<file path="src/rtl/timer_device.sv">
// timer_device: programmable down-counting timer with one-shot/auto-reload modes and maskable IRQ.
// Word registers at Addr: 0=CTRL{IM,MODE,EN}, 1=PRESET, 2=COUNT (read-only), 3=reserved.
module timer_device #(
    parameter int CNT_W = 32
) (
    input  logic        clk,
    input  logic        reset,
    input  logic [1:0]  Addr,
    input  logic        WE,
    input  logic [31:0] DataIn,
    output logic [31:0] DataOut,
    output logic        IRQ
);
    typedef enum logic [1:0] {IDLE, LOAD, CNT, INT} state_t;
    state_t             state_q, state_d;
    logic [3:0]         ctrl_q, ctrl_d;
    logic [CNT_W-1:0]   preset_q, preset_d;
    logic [CNT_W-1:0]   count_q, count_d;
    logic               irq_q, irq_d;
    logic               en, auto_rl, wr_ctrl, wr_pre;
    assign en      = ctrl_q[0];
    assign auto_rl = ctrl_q[2:1] == 2'b01;
    assign wr_ctrl = WE && Addr == 2'd0;
    assign wr_pre  = WE && Addr == 2'd1;
    always_comb begin
        state_d = state_q;
        count_d = count_q;
        case (state_q)
            IDLE: state_d = en ? LOAD : IDLE;
            LOAD: begin
                state_d = en ? CNT : IDLE;
                count_d = en ? preset_q : count_q;
            end
            CNT: begin
                state_d = !en ? IDLE : (count_q > CNT_W'(1)) ? CNT : INT;
                count_d = !en ? count_q : (count_q > CNT_W'(1)) ? count_q - CNT_W'(1) : '0;
            end
            default: state_d = (en && auto_rl) ? LOAD : IDLE;
        endcase
        // A CTRL write landing on the INT edge overrides the one-shot EN clear.
        ctrl_d   = wr_ctrl ? DataIn[3:0]
                 : (state_q == INT && !auto_rl) ? {ctrl_q[3:1], 1'b0} : ctrl_q;
        preset_d = wr_pre ? DataIn[CNT_W-1:0] : preset_q;
        irq_d    = (state_q == INT) ? 1'b1
                 : (wr_ctrl || wr_pre || (state_q == LOAD && en)) ? 1'b0 : irq_q;
    end
    always_ff @(posedge clk) begin
        if (reset) begin
            state_q  <= IDLE;
            ctrl_q   <= '0;
            preset_q <= '0;
            count_q  <= '0;
            irq_q    <= 1'b0;
        end else begin
            state_q  <= state_d;
            ctrl_q   <= ctrl_d;
            preset_q <= preset_d;
            count_q  <= count_d;
            irq_q    <= irq_d;
        end
    end
    always_comb begin
        DataOut = (Addr == 2'd0) ? {28'b0, ctrl_q}
                : (Addr == 2'd1) ? 32'(preset_q)
                : (Addr == 2'd2) ? 32'(count_q) : 32'b0;
    end
    assign IRQ = irq_q & ctrl_q[3];
endmodule

</file>
<file path="config.mk">
export PLATFORM = sky130hd
export DESIGN_NAME = timer_device
export DESIGN_NICKNAME = d
export VERILOG_FILES = /design/src/rtl/timer_device.sv
export SDC_FILE = /design/constraint.sdc
export NUM_CORES = 1
export LEC_CHECK = 0
export BUFFER_PORTS_ARGS = -buffer_cell sky130_fd_sc_hd__buf_2
export CELL_PAD_IN_SITES_DETAIL_PLACEMENT = 0
export CELL_PAD_IN_SITES_GLOBAL_PLACEMENT = 1
export CORE_ASPECT_RATIO = 1.5
export CORE_MARGIN = 1
export CORE_UTILIZATION = 40
export CTS_CLUSTER_SIZE = 14
export DETAILED_ROUTE_END_ITERATION = 7
export GPL_TIMING_DRIVEN = 0
export PLACE_DENSITY = 0.76
export SYNTH_ARGS = -nofsm -noshare
export SYNTH_HDL_FRONTEND = slang
export SYNTH_SLANG_ARGS = --single-unit
</file>
<file path="constraint.sdc">
create_clock -name clk -period 2.2 [get_ports clk]
set_input_delay 0.11 -clock clk [delete_from_list [all_inputs] [get_ports clk]]
set_output_delay 0.11 -clock clk [all_outputs]
set_load 0.03 [all_outputs]
</file>
Word-level counts from Yosys, hierarchy flattened
Index checks and enable logic that the tools add are counted.
{"block": "classes", "eq_ne": 8, "mux": 17, "bitwise_logic": 1, "add_sub_neg": 1, "reduce_logical": 14, "order_cmp": 1}
{"op": "32-bit 2-to-1 mux", "count": 6}
{"op": "32-bit case mux with 2 select lines", "count": 1}
{"op": "32-bit by 1-bit greater-than comparator with 1-bit output, second input constant", "count": 1}
{"op": "32-bit by 1-bit subtractor with 32-bit output, second input constant", "count": 1}
{"op": "2-bit by 1-bit equality test with 1-bit output, second input constant", "count": 3}
{"op": "2-bit equality test, second input constant", "count": 3}
{"op": "1-bit 2-to-1 mux", "count": 6}
{"op": "2-bit case mux with 3 select lines", "count": 1}
{"op": "2-bit nonzero test", "count": 3}
{"op": "1-bit logical AND", "count": 5}
{"op": "2-bit logical NOT", "count": 2}
{"op": "2-bit 2-to-1 mux", "count": 2}
{"op": "4-bit 2-to-1 mux", "count": 1}
{"op": "2-bit != test, second input constant", "count": 2}
{"op": "3-bit AND reduction", "count": 1}
{"op": "1-bit logical OR", "count": 2}
{"op": "1-bit AND", "count": 1}
{"op": "1-bit logical NOT", "count": 1}
{"block": "word_totals", "out_inout_bits": 33, "regBits": 71, "wordCells": 48, "input_bits": 37}

Logic depth before layout (Yosys ltp)
Gate-level depths: netlist (run 1).
{"block": "logic_depth", "depth_word": 6, "ltp_mapped": 8}

Worst setup path after synthesis (run 1)
Ideal clock, no wire load.
{"block": "synth_timing", "kind": "flip-flop to flip-flop", "start": "register count_q[0]", "end": "register count_q[10]", "path_stages_with_launch": 8, "slack_ns": 0.302, "required_time_ns": 2.069, "t_arrival_ns": 1.767, "cell_sequence": "dfxtp_1 > inv_1 > ha_1 > or3b_2 > nor4_1 > xor2_1 > a221oi_1 > nor3_1"}
{"block": "synth_via", "elab_chain_cells": 4, "elab_cells_between_ends": 5}
{"item": "start: declaration", "line": "18", "rtl": "logic [CNT_W-1:0] count_q, count_d;"}
{"item": "start signal: assignment", "line": "58", "rtl": "count_q <= count_d;"}
{"item": "32-bit by 1-bit subtractor with 32-bit output or 32-bit by 1-bit greater-than comparator with 1-bit output (tied branches)", "line": "36", "rtl": "count_d = !en ? count_q : (count_q > CNT_W'(1)) ? count_q - CNT_W'(1) : '0;"}
{"item": "32-bit 2-to-1 mux * (2 in a row)", "line": "36"}
{"item": "32-bit case mux with 2 select lines *", "line": "28", "rtl": "case (state_q)"}
Every way passes the cells marked *; elsewhere a longest branch is shown, timed or not. The select of a mux whose other input is x is not followed.
A chain may end at the register's enable or synchronous reset.

Worst setup path after layout (run 1)
Same ends and word-level chain as after synthesis.

==> metrics.md, run 1 <==
| Metric | Value |
|---|---|
| Syn_nets | `556` |
| Initial Util | `0.412` |
| Total core area | `0.00963 mm2` |
| Hold_sp | `DataIn[12]` |
| Top cells by count, synth | `99 x nand2_1, 71 x dfxtp_1, 47 x a21oi_1, 35 x clkbuf_1` |
| Setup crit end kind | `register` |
| # IOs | `70` |
| Synthesized instance count | `517` |
| First-pass GRT wire length | `21400 um` |
| Setup TNS after final layout | `0 ps` |
| Final Util | `0.504` |
| Die ar. | `0.0103 mm2` |
| Multiplexer share of the synthesized area | `0.0177` |
| Share of cells above drive strength 1 | `0.207` |
| Tcrit/Tclk final | `0.963` |
| Hold Crit Class | `input port to register` |
| Final setup fails | `0` |
| Vias in the first global route | `4187` |
| 1st-pass router iterations | `5` |
| Worst clock skew | `7.17 ps` |
| Asr flop ratio synth | `0` |
| Pwr dens | `613 mW/mm2` |
| Adder-cell area share of the yosys netlist | `0.00631` |
| Leakage | `1.93 nW` |
| Clock slew at reported path FFs | `60 ps` |
| Nets@finish | `639` |
| Fmax | `472 MHz` |
| TritonCTS buffer count | `9` |
| Aggregate global routing overflow | `0` |
| Reg2reg end | `count_q[10]$_SDFFE_PP0P_` |
| Post-route ant nets | `0` |
| Area delta synth->final | `22.5%` |
| WP data required | `2410 ps` |
| Row count | `44` |
| DR vias | `4294` |
| Pin count of the biggest net entering global routing | `11` |
| Clock Path Buffers | `2` |
| Root Driver | `clkbuf_16` |
| Placed instance area | `0.00445 mm2` |
| Post-synthesis xor/xnor area fraction | `0.00442` |
| Main combinational cell family by area after synthesis | `simple AND/OR/NAND/NOR gates` |
| Post-route DRC | `0` |
| Outcome | `finished, final reports clean` |
| CP Launch Type | `register` |
| Clock sink count | `71` |
| Max_slew headroom | `0.539` |
| HPWL Detailed | `9690 um` |
| Yosys cell types | `58` |
| Maximum vdd drop | `0.000426 V` |
| Reg2Reg Depth | `7` |
| R2r setup slk | `80 ps` |
| Mean area per synthesized cell | `7.67 um2` |
| Simple-Gate Fraction of Synth Area | `0.291` |
| Gpl congestion | `0.905` |
| Routed len/inst | `19.1 um` |
| Number of max-slew violations in the final report | `0` |
| Post-synthesis register bit count | `71` |
| Post-synth EDFFs | `0` |
| Kind of critical path | `register to register` |
| Ys flop type | `dfxtp_1` |
| Crit path DAT | `2330 ps` |
| Reg2Reg Launch Point | `count_q[0]$_SDFFE_PP0P_` |
| FF/Latch Area | `0.00142 mm2` |
| Largest cells by area after synthesis | `dfxtp_1 36%, nand2_1 9.4%, a22o_1 6.2%` |
| N_diodes | `0` |
| Period minus WS final | `2120 ps` |
| H-tree level count | `3` |
| Min-Delay Endpoint | `preset_q[12]$_SDFFE_PP0P_` |
| Endpoints failing hold | `0` |
| DIE HEIGHT | `124 um` |
| Clk_lat worst skew | `340 ps` |
| Vias per std cell | `5.98` |
| Reported max-cap violation count | `0` |
| Slew @ Worst Pin | `692 ps` |
| Yosys top cell area share | `0.358` |
| Leading area contributor after synthesis | `dfxtp_1` |
| Syn. warnings | `0` |
| Global-route usage over all layers | `0.268` |
| FILL cells | `1009` |
| Crit-path max FO | `6` |
| Total power | `0.00298 W` |
| Mapped Area | `0.00397 mm2` |
| DIE WIDTH | `83.3 um` |
| Most numerous cell in the Yosys netlist | `nand2_1` |
| CTS tree | `built` |
| Number of I/O port buffers | `68` |
| WL final | `13700 um` |
| Initial antenna violation count | `0` |
| Seq/Total Area, Yosys | `0.358` |
| Compound-gate portion of the synthesized area | `0.264` |
| Multi-input gate area | `0.00239 mm2` |
| Final Cell Area | `0.00486 mm2` |
| Iter 0 DRT Violations | `312` |
| Hold depth | `3` |
==> metrics by stage <==
step | cells | hold slack, ps | setup slack, ps
after floorplan | 517 | 189 | 302
after global placement | 700 | 351 | -180
after detailed placement | 700 | 357 | -223
after CTS | 715 | 4.08 | -8.23
after global routing | 718 | 19.3 | -25.0
final | 718 | 5.50 | 80.6
==> worst max-delay path: stages, from the launching register on <==
cell and delay, ps:
dfxtp_2 360, inv_1 110, ha_1 240, or3b_2 540
nor4_1 250, xor2_1 130, a221oi_1 280, nor3_1 90
==> state kept, by name, indices dropped and copies added, names as in the netlist <==
signal / flops
count_q: 32
state_q: 2
irq_q: 1
ctrl_q: 4
preset_q: 32
==> power by group <==
group	internal (W)	total [W]	leakage, nW	switching (W)
Sequential	0.00131	0.00134	0.575	0.0000253
Clock	0.000874	0.00141	0.141	0.000532
Combinational	0.0000826	0.000237	1.21	0.000154
==> per-layer routing <==
metal	vias to the layer above	routed length, um	global-route usage
met2	166	6820	0.480
met5	-	0	0
met4	0	537	0.134
met1	2013	5590	0.312
li1	2072	-	-
met3	43	788	0.0424
==> cell families after synthesis <==
family | after synthesis
muxes | 7
DFF | 71
AOI/OAI and AO/OA | 156
and+or+nand+nor | 225
xor gates and xnor gates | 2
buffers and inverters | 54
adders and majority gates | 2
==> worst max path at each step <==
| stage | start | to | slack, ps | cells past startpoint |
|---|---|---|---|---|
| after floorplan | count_q[0]$_SDFFE_PP0P_ | count_q[10]$_SDFFE_PP0P_ | 300 | 7 |
| after global placement | count_q[2]$_SDFFE_PP0P_ | count_q[25]$_SDFFE_PP0P_ | -180 | 6 |
| after detailed placement | count_q[2]$_SDFFE_PP0P_ | count_q[25]$_SDFFE_PP0P_ | -220 | 6 |
| after CTS | count_q[3]$_SDFFE_PP0P_ | count_q[25]$_SDFFE_PP0P_ | -8 | 6 |
| after global routing | count_q[28]$_SDFFE_PP0P_ | count_q[9]$_SDFFE_PP0P_ | -20 | 6 |
| final | count_q[0]$_SDFFE_PP0P_ | count_q[10]$_SDFFE_PP0P_ | 80 | 7 |
==> final cells by class <==
cell class / count / share of cell area
Sequential cell: 71 / 0.293
Timing Repair Buffer: 73 / 0.0778
Multi-Input combinational cell: 392 / 0.491
Inverter: 10 / 0.00773
Clock buffer: 14 / 0.0585
Tap cell: 115 / 0.0296
Buffer: 43 / 0.0420
==> timing repair <==
item,4_1_cts,5_1_grt
hold buffers,0,0
pin swaps,0,2
resized for setup,8,20
buffers inserted,1,4
endpoints found under the setup margin,30,39
gates cloned,0,0
hold endpoints to repair,0,0
==> cells in the final DEF, fill, tap and decap left out, types with 6 or more instances in the layout <==
cell type and instances:
a31oi_1 19, clkbuf_16 9, a21oi_1 47, clkbuf_1 26
clkbuf_2 8, and2_1 6, o21a_1 7, nor2_1 20
a22o_1 28, inv_1 10, nand2_1 99, nand3_1 28
o21ai_0 9, buf_2 73, nand2b_1 6, nor3_1 11
nor4_1 14, dfxtp_1 69, buf_4 7, o21ai_1 14
mux2i_1 7, nand4_1 6
Note: power is estimated with default switching activity, not from simulation.
==> run 2, diff against run 1 <==
- SETUP_SLACK_MARGIN: not set -> 0.4
==> run 2 against run 1 <==
Net effect:
- clock-buffer cell count shrank 1
- core utilization rose by 7.3 points
- clock skew shrank 1.0 ps
- worst setup slack improved by 94 ps
- fmax is 4.6% higher
- non-clock buffer count increased by 35
- register-to-register slack improved by 90 ps
- routed wire length increased by 7.9%
- clock power up 14%
- cell area rose by 14%
- first-iteration DRC count decreased by 2.9%
- critical path type unchanged
==> metrics.md, run 2 (synthesized netlist as in run 1, its figures left out) <==
| Metric | Value |
|---|---|
| CTS tree | `built` |
| Routed len/inst | `19.6 um` |
| HPWL Detailed | `9740 um` |
| First-pass GRT wire length | `21900 um` |
| Post-CTS Hold Fix Bufs | `0` |
| Slew @ Worst Pin | `671 ps` |
| Outcome | `finished, final reports clean` |
| Kind of critical path | `register to register` |
| Internal power | `0.00247 W` |
| Area delta synth->final | `40.2%` |
| Commonest cells after routing, fill and taps aside | `98 x nand2_1, 68 x buf_2, 61 x dfxtp_1` |
| Fmax | `494 MHz` |
| WL final | `14800 um` |
| Final Cell Area | `0.00556 mm2` |
| WP data required | `2470 ps` |
| Clock sink count | `71` |
| Gpl congestion | `0.878` |
| 1st-pass router iterations | `4` |
| Reg2reg end | `count_q[25]$_SDFFE_PP0P_` |
| Clk pwr share | `0.502` |
| Clock slew at reported path FFs | `60 ps` |
| Clock Path Buffers | `2` |
| Hold Crit Class | `input port to register` |
| Iter 0 DRT Violations | `303` |
| Period minus WS final | `2030 ps` |
| Switch Pwr | `0.000751 W` |
| Endpoints failing hold | `0` |
| CP Launch Type | `register` |
| Switching Share | `0.233` |
| Post-route DRC | `0` |
| Number of I/O port buffers | `68` |
| TritonCTS buffer count | `9` |
| Setup TNS after final layout | `0 ps` |
| DIE HEIGHT | `124 um` |
| FILL cells | `938` |
| Row count | `44` |
| Clk_lat worst skew | `340 ps` |
| Max_slew headroom | `0.553` |
| Flop pwr share | `0.414` |
| Inst Count DP | `700` |
| Post-route ant nets | `0` |
| Non-Filler Instances | `755` |
| Global-route usage over all layers | `0.275` |
| Total core area | `0.00963 mm2` |
| Pwr dens | `579 mW/mm2` |
| Vias per std cell | `5.95` |
| R2r setup slk | `170 ps` |
| Worst clock skew | `6.16 ps` |
| Aggregate global routing overflow | `0` |
| DR vias | `4491` |
| Pre-CTS setup slack | `-124 ps` |
| Crit-path max FO | `7` |
| Largest registers | `count_q (32), preset_q (32), ctrl_q (4)` |
| Die ar. | `0.0103 mm2` |
| Initial Util | `0.412` |
| CP startpoint | `count_q[3]$_SDFFE_PP0P_` |
| Critical Path End | `count_q[25]$_SDFFE_PP0P_` |
| Crit path DAT | `2300 ps` |
| # IOs | `70` |
| Initial antenna violation count | `0` |
| Reg2Reg Depth | `6` |
| H-tree level count | `3` |
| N_diodes | `0` |
| Leakage | `2.24 nW` |
| Maximum vdd drop | `0.000414 V` |
| PnR worst setup slack | `174 ps` |
| Number of max-slew violations in the final report | `0` |
| Commonest non-fill, non-tap cell in the layout | `nand2_1` |
| Placed instance area | `0.00454 mm2` |
| Root Driver | `clkbuf_16` |
| Pin count of the biggest net entering global routing | `12` |
| Share of cells above drive strength 1 | `0.331` |
| DIE WIDTH | `83.3 um` |
| Vias in the first global route | `4104` |
| Logic pwr share | `0.084` |
| Reported max-cap violation count | `0` |
| Final setup fails | `0` |
| RSZ-0062 raised after global routing | `yes` |
| Tcrit/Tclk final | `0.921` |
| Reg2Reg Launch Point | `count_q[3]$_SDFFE_PP0P_` |
| Setup crit end kind | `register` |
| Final hold slack | `3.18 ps` |
| Nets@finish | `674` |
==> run 2: cell count changes in the layout (fill, tap and decap cells not counted), sizes merged <==
cell / change
buf: +37
bufinv: +2
clkbuf: -3
clkinv: +1
==> run 2: layout make-up <==
| type | instances | area, um2 | area share |
|---|---|---|---|
| repair buffers | 107 | 684 | 0.123 |
| plain buffers | 44 | 289 | 0.0520 |
| inverters | 10 | 37.5 | 0.00675 |
| flip-flops and latches | 71 | 1440 | 0.259 |
| clock buffers | 13 | 260 | 0.0468 |
| well taps | 115 | 144 | 0.0259 |
| clock inverters | 3 | 65.1 | 0.0117 |
| multi-input cells | 392 | 2640 | 0.475 |
==> run 2: timing repair <==
action / in CTS / in global routing
setup buffers: 15 / 20
cloned: 1 / 3
setup endpoints to repair: 53 / 46
pin swaps: 13 / 18
endpoints found under the hold margin: 0 / 0
gates resized for setup: 47 / 66
==> run 2: worst min path at each step <==
stage | slack (ps) | start | endpoint | depth (start not counted)
floorplan | 190 | reset | state_q[0]$_SDFF_PP0_ | 1
global placement | 350 | DataIn[5] | preset_q[5]$_SDFFE_PP0P_ | 3
detailed placement | 360 | DataIn[23] | preset_q[23]$_SDFFE_PP0P_ | 3
CTS | 3 | DataIn[23] | preset_q[23]$_SDFFE_PP0P_ | 3
global route | 20 | DataIn[15] | preset_q[15]$_SDFFE_PP0P_ | 3
finish | 3 | DataIn[18] | preset_q[18]$_SDFFE_PP0P_ | 3
==> run 2: metal layers <==
metal / GRT usage / routed length, um / vias to the layer above
met5: 0 / 0 / -
met4: 0.129 / 492 / 0
met3: 0.0444 / 763 / 50
met2: 0.497 / 7630 / 162
met1: 0.319 / 5930 / 2137
li1: - / - / 2142
==> run 2: critical path, stage by stage (launching register included) <==
cell and delay, ps:
dfxtp_2 320, buf_8 120, nor4_4 370, nand4_1 300, or4_4 500, o41ai_2 210
o2bb2ai_1 140
==> run 2: power groups by stage <==
| stage | clock (W) | combinational [W] | sequential (W) |
|---|---|---|---|
| after global routing | 0.00168 | 0.000294 | 0.00134 |
| final | 0.00161 | 0.000270 | 0.00133 |
| after floorplan | 0 | 0.000145 | 0.00135 |
| after detailed placement | 0 | 0.000236 | 0.00136 |
| after CTS | 0.00162 | 0.000255 | 0.00133 |
| after global placement | 0 | 0.000232 | 0.00136 |
==> run 2: metrics by stage <==
step	power (W)	utilization
2_1_floorplan	0.00150	-
3_3_place_gp	0.00159	0.471
3_5_place_dp	0.00160	0.471
4_1_cts	0.00321	0.532
5_1_grt	0.00331	0.577
6_report	0.00322	0.577
